`src/rtl/mul_pkg.sv`:
```
// Shared widths and the output FIFO entry layout for the pipelined multiply unit.
package mul_pkg;

    localparam int DW        = 16;
    localparam int TAGW      = 4;
    localparam int PW        = 2 * DW;
    localparam int DEPTH_DEF = 4;

    typedef struct packed {
        logic [PW-1:0]   result;
        logic [TAGW-1:0] tag;
        logic            hi_nz;
    } fifo_entry_t;

endpackage

```
`src/rtl/WalMul.sv`:
```
// Combinational 16x16 unsigned multiplier: carry-save reduction of the
// partial-product rows followed by a single carry-propagate add.
module WalMul (
    input  logic [15:0] A,
    input  logic [15:0] B,
    output logic [32:0] P
);

    logic [32:0] pp    [16];
    logic [32:0] sum_w [15];
    logic [32:0] car_w [15];

    generate
        for (genvar gi = 0; gi < 16; gi++) begin : g_pp
            assign pp[gi] = B[gi] ? ({17'b0, A} << gi) : 33'b0;
        end
    endgenerate

    assign sum_w[0] = pp[0];
    assign car_w[0] = pp[1];

    // Each 3:2 stage folds one more partial-product row into the sum/carry pair.
    generate
        for (genvar gi = 1; gi < 15; gi++) begin : g_csa
            assign sum_w[gi] = sum_w[gi-1] ^ car_w[gi-1] ^ pp[gi+1];
            assign car_w[gi] = ((sum_w[gi-1] & car_w[gi-1]) |
                                (sum_w[gi-1] & pp[gi+1])    |
                                (car_w[gi-1] & pp[gi+1])) << 1;
        end
    endgenerate

    assign P = sum_w[14] + car_w[14];

endmodule

```
`src/rtl/mul_out_fifo.sv`:
```
// Result buffer between the multiply pipeline and the writeback bus; the head
// entry is presented directly from the storage array at the read pointer.
module mul_out_fifo
    import mul_pkg::*;
#(
    parameter int DEPTH = DEPTH_DEF
) (
    input  logic        clk,
    input  logic        rst,
    input  logic        flush,
    input  logic        push,
    input  fifo_entry_t push_data,
    input  logic        pop,
    output logic        empty,
    output fifo_entry_t head
);

    localparam int PTRW = $clog2(DEPTH);
    localparam int CW   = PTRW + 1;

    fifo_entry_t     mem_reg [DEPTH];
    logic [PTRW-1:0] wr_ptr_reg;
    logic [PTRW-1:0] rd_ptr_reg;
    logic [CW-1:0]   count_reg;
    logic            push_en;
    logic            pop_en;
    logic            kill;

    assign kill    = rst | flush;
    assign empty   = (count_reg == '0);
    assign push_en = push & ~kill;
    assign pop_en  = pop & ~empty & ~kill;
    assign head    = mem_reg[rd_ptr_reg];

    // Entries are cleared only by reset so the head reads zero out of reset.
    generate
        for (genvar gi = 0; gi < DEPTH; gi++) begin : g_mem
            always_ff @(posedge clk) begin
                if (rst) begin
                    mem_reg[gi] <= '0;
                end else if (push_en && (wr_ptr_reg == PTRW'(gi))) begin
                    mem_reg[gi] <= push_data;
                end
            end
        end
    endgenerate

    always_ff @(posedge clk) begin
        if (kill) begin
            wr_ptr_reg <= '0;
            rd_ptr_reg <= '0;
            count_reg  <= '0;
        end else begin
            if (push_en) begin
                wr_ptr_reg <= wr_ptr_reg + PTRW'(1);
            end
            if (pop_en) begin
                rd_ptr_reg <= rd_ptr_reg + PTRW'(1);
            end
            case ({push_en, pop_en})
                2'b10:   count_reg <= count_reg + CW'(1);
                2'b01:   count_reg <= count_reg - CW'(1);
                default: count_reg <= count_reg;
            endcase
        end
    end

endmodule

```
`src/rtl/mul_unit.sv`:
```
// Pipelined multiply functional unit: operand registers, WalMul, product
// registers and an output FIFO, with credit-based issue so the pipe never stalls.
module mul_unit
    import mul_pkg::*;
#(
    parameter int DEPTH = DEPTH_DEF
) (
    input  logic            clk,
    input  logic            rst,
    input  logic            flush,
    input  logic            issue_valid,
    output logic            issue_ready,
    input  logic [DW-1:0]   issue_a,
    input  logic [DW-1:0]   issue_b,
    input  logic [TAGW-1:0] issue_tag,
    output logic            wb_valid,
    input  logic            wb_ready,
    output logic [PW-1:0]   wb_result,
    output logic [TAGW-1:0] wb_tag,
    output logic            wb_hi_nz,
    output logic            busy
);

    localparam int            CW        = $clog2(DEPTH) + 1;
    localparam logic [CW-1:0] DEPTH_CNT = CW'(DEPTH);

    logic            s1_v_reg;
    logic [DW-1:0]   s1_a_reg;
    logic [DW-1:0]   s1_b_reg;
    logic [TAGW-1:0] s1_tag_reg;
    logic            s2_v_reg;
    logic [PW-1:0]   s2_p_reg;
    logic [TAGW-1:0] s2_tag_reg;
    logic            s2_hi_reg;
    logic [CW-1:0]   inflight_reg;

    logic [PW:0]     prod;
    logic            kill;
    logic            issue_fire;
    logic            wb_fire;
    logic            fifo_empty;
    fifo_entry_t     fifo_in;
    fifo_entry_t     fifo_head;

    assign kill        = rst | flush;
    assign issue_ready = (inflight_reg < DEPTH_CNT) & ~kill;
    assign issue_fire  = issue_valid & issue_ready;
    assign wb_valid    = ~fifo_empty;
    assign wb_fire     = wb_valid & wb_ready;
    assign busy        = (inflight_reg != '0);

    always_ff @(posedge clk) begin
        if (kill) begin
            s1_v_reg <= 1'b0;
        end else begin
            s1_v_reg <= issue_fire;
        end
        if (issue_fire) begin
            s1_a_reg   <= issue_a;
            s1_b_reg   <= issue_b;
            s1_tag_reg <= issue_tag;
        end
    end

    WalMul u_walmul (
        .A (s1_a_reg),
        .B (s1_b_reg),
        .P (prod)
    );

    // prod[PW] is always zero for unsigned operands, so folding it into the
    // overflow flag costs nothing and keeps the bit accounted for.
    always_ff @(posedge clk) begin
        if (kill) begin
            s2_v_reg <= 1'b0;
        end else begin
            s2_v_reg <= s1_v_reg;
        end
        s2_p_reg   <= prod[PW-1:0];
        s2_tag_reg <= s1_tag_reg;
        s2_hi_reg  <= |prod[PW:DW];
    end

    always_ff @(posedge clk) begin
        if (kill) begin
            inflight_reg <= '0;
        end else begin
            case ({issue_fire, wb_fire})
                2'b10:   inflight_reg <= inflight_reg + CW'(1);
                2'b01:   inflight_reg <= inflight_reg - CW'(1);
                default: inflight_reg <= inflight_reg;
            endcase
        end
    end

    assign fifo_in = '{result: s2_p_reg, tag: s2_tag_reg, hi_nz: s2_hi_reg};

    mul_out_fifo #(
        .DEPTH (DEPTH)
    ) u_out_fifo (
        .clk       (clk),
        .rst       (rst),
        .flush     (flush),
        .push      (s2_v_reg),
        .push_data (fifo_in),
        .pop       (wb_fire),
        .empty     (fifo_empty),
        .head      (fifo_head)
    );

    assign wb_result = fifo_head.result;
    assign wb_tag    = fifo_head.tag;
    assign wb_hi_nz  = fifo_head.hi_nz;

endmodule
```
`config.mk`:
```
export PLATFORM = sky130hd
export DESIGN_NAME = mul_unit
export DESIGN_NICKNAME = d
export VERILOG_FILES = /design/src/rtl/mul_pkg.sv /design/src/rtl/WalMul.sv /design/src/rtl/mul_out_fifo.sv /design/src/rtl/mul_unit.sv
export SDC_FILE = /design/constraint.sdc
export NUM_CORES = 1
export LEC_CHECK = 0
export CAP_MARGIN = 15
export CORE_MARGIN = 2
export CORE_UTILIZATION = 50
export CTS_CLUSTER_SIZE = 12
export DETAILED_ROUTE_END_ITERATION = 10
export PLACE_DENSITY = 0.68
export RECOVER_POWER = 100
export REMOVE_ABC_BUFFERS = 1
export SLEW_MARGIN = 20
export SYNTH_ARGS = -nofsm -noshare
export SYNTH_HDL_FRONTEND = slang
export SYNTH_SLANG_ARGS = --single-unit
```
`constraint.sdc`:
```
create_clock -name clk -period 12.6 [get_ports clk]
set_input_delay 2.52 -clock clk [delete_from_list [all_inputs] [get_ports clk]]
set_output_delay 2.52 -clock clk [all_outputs]
set_load 0.01 [all_outputs]
```
# Yosys cells after proc, flatten, opt, wreduce, memory -nomap -nowiden
# Memories as Yosys holds them, arrays and structs flattened. A register that Yosys moved wholly into a read port is not among the register bits.
# Cells that the tools add are included.
# op_classes
addsub	7
mul	0
div	0
n_lt_le_gt_ge	1
n_eq_ne	7
n_shift	0
n_mux	38
bitwise_logic	111
n_reduce_logical	10
# ops
operator	count
32-bit bitwise AND	35
32-bit OR	28
33-bit XOR	14
37-bit two-way mux	4
32-bit by 29-bit bitwise AND with 32-bit output	2
32-bit by 30-bit bitwise AND with 32-bit output	2
32-bit by 31-bit bitwise AND with 32-bit output	2
33-bit adder	1
33-bit by 18-bit XOR with 33-bit output	1
33-bit by 19-bit XOR with 33-bit output	1
33-bit by 20-bit XOR with 33-bit output	1
33-bit by 21-bit XOR with 33-bit output	1
33-bit by 22-bit XOR with 33-bit output	1
33-bit by 23-bit XOR with 33-bit output	1
33-bit by 24-bit XOR with 33-bit output	1
33-bit by 25-bit XOR with 33-bit output	1
33-bit by 26-bit XOR with 33-bit output	1
33-bit by 27-bit XOR with 33-bit output	1
33-bit by 28-bit XOR with 33-bit output	1
33-bit by 29-bit XOR with 33-bit output	1
33-bit by 30-bit XOR with 33-bit output	1
33-bit by 31-bit XOR with 33-bit output	1
32-bit by 28-bit bitwise AND with 32-bit output	1
31-bit two-way mux	1
other kinds (33)	70
# word_totals
reg_bits	85
latch_bits	0
ram_bits	148
romBits	0
inputBits	41
output_inout_bits	40
elab_cells	187
n_memories	1
# memory_table
name	depth	width	rd	rd_ports_with_merged_regs	wr	line	text
u_out_fifo.mem_reg	4	37	1	1	4	mul_out_fifo.sv:21	fifo_entry_t mem_reg [DEPTH];

# Longest topological paths before layout
# depth
word_depth	45
depth_mapped	29
mapped_depth_nobuf	27

# Cells and area by module
# A second synthesis with hierarchy kept.
# unflattened
hier_cells	1175
area_unflattened_um2	15452.3
# modules_own_cells
module	instances	cells_each	area_each_um2	seq_area_each_um2
mul_out_fifo	1	411	6937.9	4624.4
WalMul	1	658	6417.4	0.0
mul_unit	1	106	2097.0	1921.8

# Worst setup path after synthesis
# Ideal clock, no wire load.
# synth_timing
path_kind	register to register
start	register s1_a_reg[13]
end	register s2_hi_reg
setup_time_ps	132
arrival_ps	9282
required_time_ps	12468
setup_slack_ps	3187
path_stages_with_launch	27
path_cell_list	edfxtp_1 clkbuf_1 nand2_1 fa_1 fa_1 fa_1 fa_1 fa_1 fa_1 fa_1 fa_1 fa_1 fa_1 fa_1 fa_1 fa_1 fa_1 inv_1 ha_1 fa_1 xor2_1 a2111oi_2 o221ai_1 nor4_1 o2111ai_1 nor4_1 nand4b_1
# synth_between
word_cells_on_any_way	116
classes_between	add/sub: 1; mux: 16; bitwise: 98; reduce/logical: 1
# synth_rtl
item	line	text
from (decl)	mul_unit.sv:28	logic [DW-1:0] s1_a_reg;
from (signal assigned)	mul_unit.sv:59	s1_a_reg <= issue_a;
16-bit two-way mux	WalMul.sv:15	assign pp[gi] = B[gi] ? ({17'b0, A} << gi) : 33'b0;
32-bit bitwise AND, or another cell as far along	WalMul.sv:26	assign car_w[gi] = ((sum_w[gi-1] & car_w[gi-1]) |
32-bit OR or 33-bit by 18-bit XOR with 33-bit output (tied branches)	WalMul.sv:26, WalMul.sv:25	
32-bit OR, or another cell as far along	WalMul.sv:27	(sum_w[gi-1] & pp[gi+1]) |
32-bit bitwise AND, or another cell as far along	WalMul.sv:26	
32-bit OR, or another cell as far along	WalMul.sv:26	
32-bit OR, or another cell as far along	WalMul.sv:27	
32-bit bitwise AND, or another cell as far along	WalMul.sv:26	
[20 not listed]	-	
33-bit by 29-bit XOR with 33-bit output, or another cell as far along	WalMul.sv:25	assign sum_w[gi] = sum_w[gi-1] ^ car_w[gi-1] ^ pp[gi+1];
33-bit XOR, or another cell as far along	WalMul.sv:25	
33-bit by 30-bit XOR with 33-bit output, or another cell as far along	WalMul.sv:25	
33-bit XOR or 32-bit OR (tied branches)	WalMul.sv:25, WalMul.sv:26	
33-bit by 31-bit XOR with 33-bit output or 32-bit OR (tied branches)	WalMul.sv:25, WalMul.sv:27	
33-bit adder *	WalMul.sv:32	assign P = sum_w[14] + car_w[14];
named net prod[17]	mul_unit.sv:37	logic [PW:0] prod;
17-bit OR reduction *	mul_unit.sv:81	s2_hi_reg <= |prod[PW:DW];
to (signal assigned)	mul_unit.sv:81	
to (decl)	mul_unit.sv:34	logic s2_hi_reg;
# The timed path passes the listed nets; every way through them passes the cells marked *.
# A chain may end at the register's enable or synchronous reset.

# Worst setup path after layout
# layout_timing
start	register s1_b_reg[2]
end	register s2_hi_reg
# layout_between
elab_chain_len	45
word_cells_on_any_way	99
classes_between	add/sub: 1; mux: 1; bitwise: 96; reduce/logical: 1
# layout_lines
item	line	text
from (decl)	mul_unit.sv:29	logic [DW-1:0] s1_b_reg;
from (signal assigned)	mul_unit.sv:60	s1_b_reg <= issue_b;
18-bit two-way mux *	WalMul.sv:15	
32-bit bitwise AND	WalMul.sv:27	
32-bit OR	WalMul.sv:26	
32-bit OR	WalMul.sv:27	
32-bit bitwise AND	WalMul.sv:26	
32-bit OR	WalMul.sv:26	
32-bit OR	WalMul.sv:27	
32-bit bitwise AND	WalMul.sv:26	
[29 not listed]	-	
32-bit bitwise AND	WalMul.sv:26	
32-bit OR	WalMul.sv:26	
32-bit OR	WalMul.sv:27	
32-bit bitwise AND	WalMul.sv:26	
32-bit OR	WalMul.sv:26	
32-bit OR	WalMul.sv:27	
33-bit adder *	WalMul.sv:32	
17-bit OR reduction *	mul_unit.sv:81	
# Mark *: on every way between the ends. The rest lies on a longest branch, timed or not.

==> results.tsv <==
metric	value	unit
fin_area	0.01753	mm^2
relSlewSlack	-120.0	%
grt_max_degree	39	
dpl-instance-area	0.01674	mm^2
synthFlopType	edfxtp_1	
fin_util	57.17	%
critical_path_class	reg2reg	
regArea	0.006548	mm^2
final_cell_mix	nand2_1, fa_1, edfxtp_1, and2_1, inv_1	
finalMaxSlewViolations	290	
finClkSkew	0.009180	ns
rsz0062_at_grt	false	
critPathMaxFanout	16	
die_w	180.9	um
grt_pass1_vias	9377	
cap_violations	8	
multi_input_area	0.008514	mm^2
synth_cell_types	57	
synth_edf_count	184	
drive_above_1_share	6.140	%
hold_buffers	0	
ys_seq_area_share	41.86	%
yosys_warnings	0	
largest_reg_flops	148	
period_share	79.09	%
wl_met3	1.132	mm
cp.required	13.01	ns
wirelength	27.73	mm
tns	0	ns
wire_per_inst	16.32	um
end_kind	flop	
avgSynthCellArea	12.71	um^2
gr-total-overflow	0	
area_growth	12.11	%
initial_core_util	50.99	%
hpwl	19.43	mm
cts_max_path_buffers	3	
die_y	180.9	um
n_antenna_cell	0	
drt_iter0_drc	410	
synthTopCellsByArea	edfxtp_1, fa_1, and2_1, dfxtp_1, mux4_2	
fillers	2515	
worst_slew_pin_slew	3.299	ns
vias	9051	
min_path_type	reg2reg	
synth_top_area_share	35.33	%
antenna_found_initial	0	
rows	64	
async_flop_share	0	%
viasPerCell	5.327	
clockRootBuffer	clkbuf_16	
fin_crit	9.965	ns
gp_congestion	0.7945	
top_layer	met4	
final_common_cell	nand2_1	
cts_resized	0	
cts_tree	done	
min_path_cells	0	
htreeDepth	1	
core	0.03067	mm^2
failed_checks	capacitance limit, slew limit	
cts_buffers	26	
gr-usage-all-layers	17.74	%
ios	81	
max_freq	0.1004	GHz
synth_cells	1230	
post_cts.repair.setup_buffers	0	
final_nets	1573	
setup_viol_count_final	0	
die-area	0.03271	mm^2
worst_setup_path_start_kind	flop	
route.met2.wl	13.60	mm
synth_seq_cells	235	
portBuffers	80	
dr.pass1.iters	5	
yosysTopAreaCell	edfxtp_1	
clock-sinks	235	
status	complete, but fails checks	
drc_errors	0	
worst-r2r-cell-count	25	
hold_viol_final	0	
wl_met1	12.54	mm
clkSlewWorstSetupHoldPaths	0.06	ns
grt_pass1_wl	47.46	mm
synthesis.area	0.01564	mm^2
crit_arrival	10.37	ns
ant_nets	0	
clock_latency	0.54	ns
-- worst max-delay path, cell delays in order, from the launching register on --
cell and delay [ns]:
edfxtp_1 0.68, nand2_1 0.15, fa_1 0.58, fa_1 0.44
fa_1 0.52, fa_1 0.43, fa_1 0.51, fa_1 0.44
fa_1 0.52, fa_1 0.43, fa_1 0.51, fa_1 0.43
fa_1 0.52, fa_1 0.43, fa_1 0.41, fa_1 0.52
inv_1 0.04, ha_1 0.24, fa_1 0.49, a211oi_1 0.43
o21ba_1 0.22, o221ai_1 0.11, nor4_1 0.22, o2111ai_1 0.16
nor4_1 0.25, nand4b_1 0.13
-- layer usage --
metal,up-vias,GRT usage [%]
li1,4153,-
met1,4725,24.74
met2,141,29.98
met3,32,2.560
met4,0,3.581
met5,-,0
-- Yosys cell counts (all sizes together) (2+ instances only) --
cell type	n
a211oi	5
a21o	3
a21oi	17
a31oi	3
and2	199
and3	9
buf	6
clkbuf	54
dfxtp	51
edfxtp	184
fa	212
ha	37
inv	86
mux4	37
nand2	218
nand2b	2
nand3	3
nand4b	2
nor2	31
nor3	7
nor3b	2
nor4	3
o2111ai	2
o211ai	3
o21ai	11
o21bai	2
or2	5
or3	4
xnor2	6
xor2	7
-- path summary, 6_finish.rpt --
| check | endpoint | slack (ns) | from |
|---|---|---|---|
| min reg2reg | s2_tag_reg[1] | 0.35 | s1_tag_reg[1] |
| max | s2_hi_reg | 2.63 | s1_b_reg[2] |
| max reg2reg | s2_hi_reg | 2.63 | s1_b_reg[2] |
| min | s2_tag_reg[1] | 0.35 | s1_tag_reg[1] |
-- logic make-up after synthesis --
kind of cell,after synthesis,synth area share (%)
xor+xnor,13,0.7281
simple gates,492,15.82
flops,235,41.86
buf+inv,146,3.544
fa+ha+maj,249,30.10
compound gates,57,2.560
mux,38,5.392
-- per-stage QoR --
step	std cells	hold WS [ns]	setup slack [ns]
finish	1699	0.3480	2.635
global route	1699	0.3658	2.158
CTS	1698	0.3525	2.679
detailed placement	1650	0.3355	2.756
global placement	1650	0.3330	2.925
floorplan	1170	0.3233	3.314
-- cell type report --
class	count	area share (%)
Clock buffer	39	4.275
Clock inverter	9	0.4567
Inverter	86	1.841
Multi-Input combinational cell	849	48.56
Sequential cell	235	37.34
Tap cell	396	2.826
Timing Repair Buffer	85	4.696
Power is left out: the tool's default activity adds up to more than one toggle a clock period on the data nets, which glitch-free logic cannot reach.
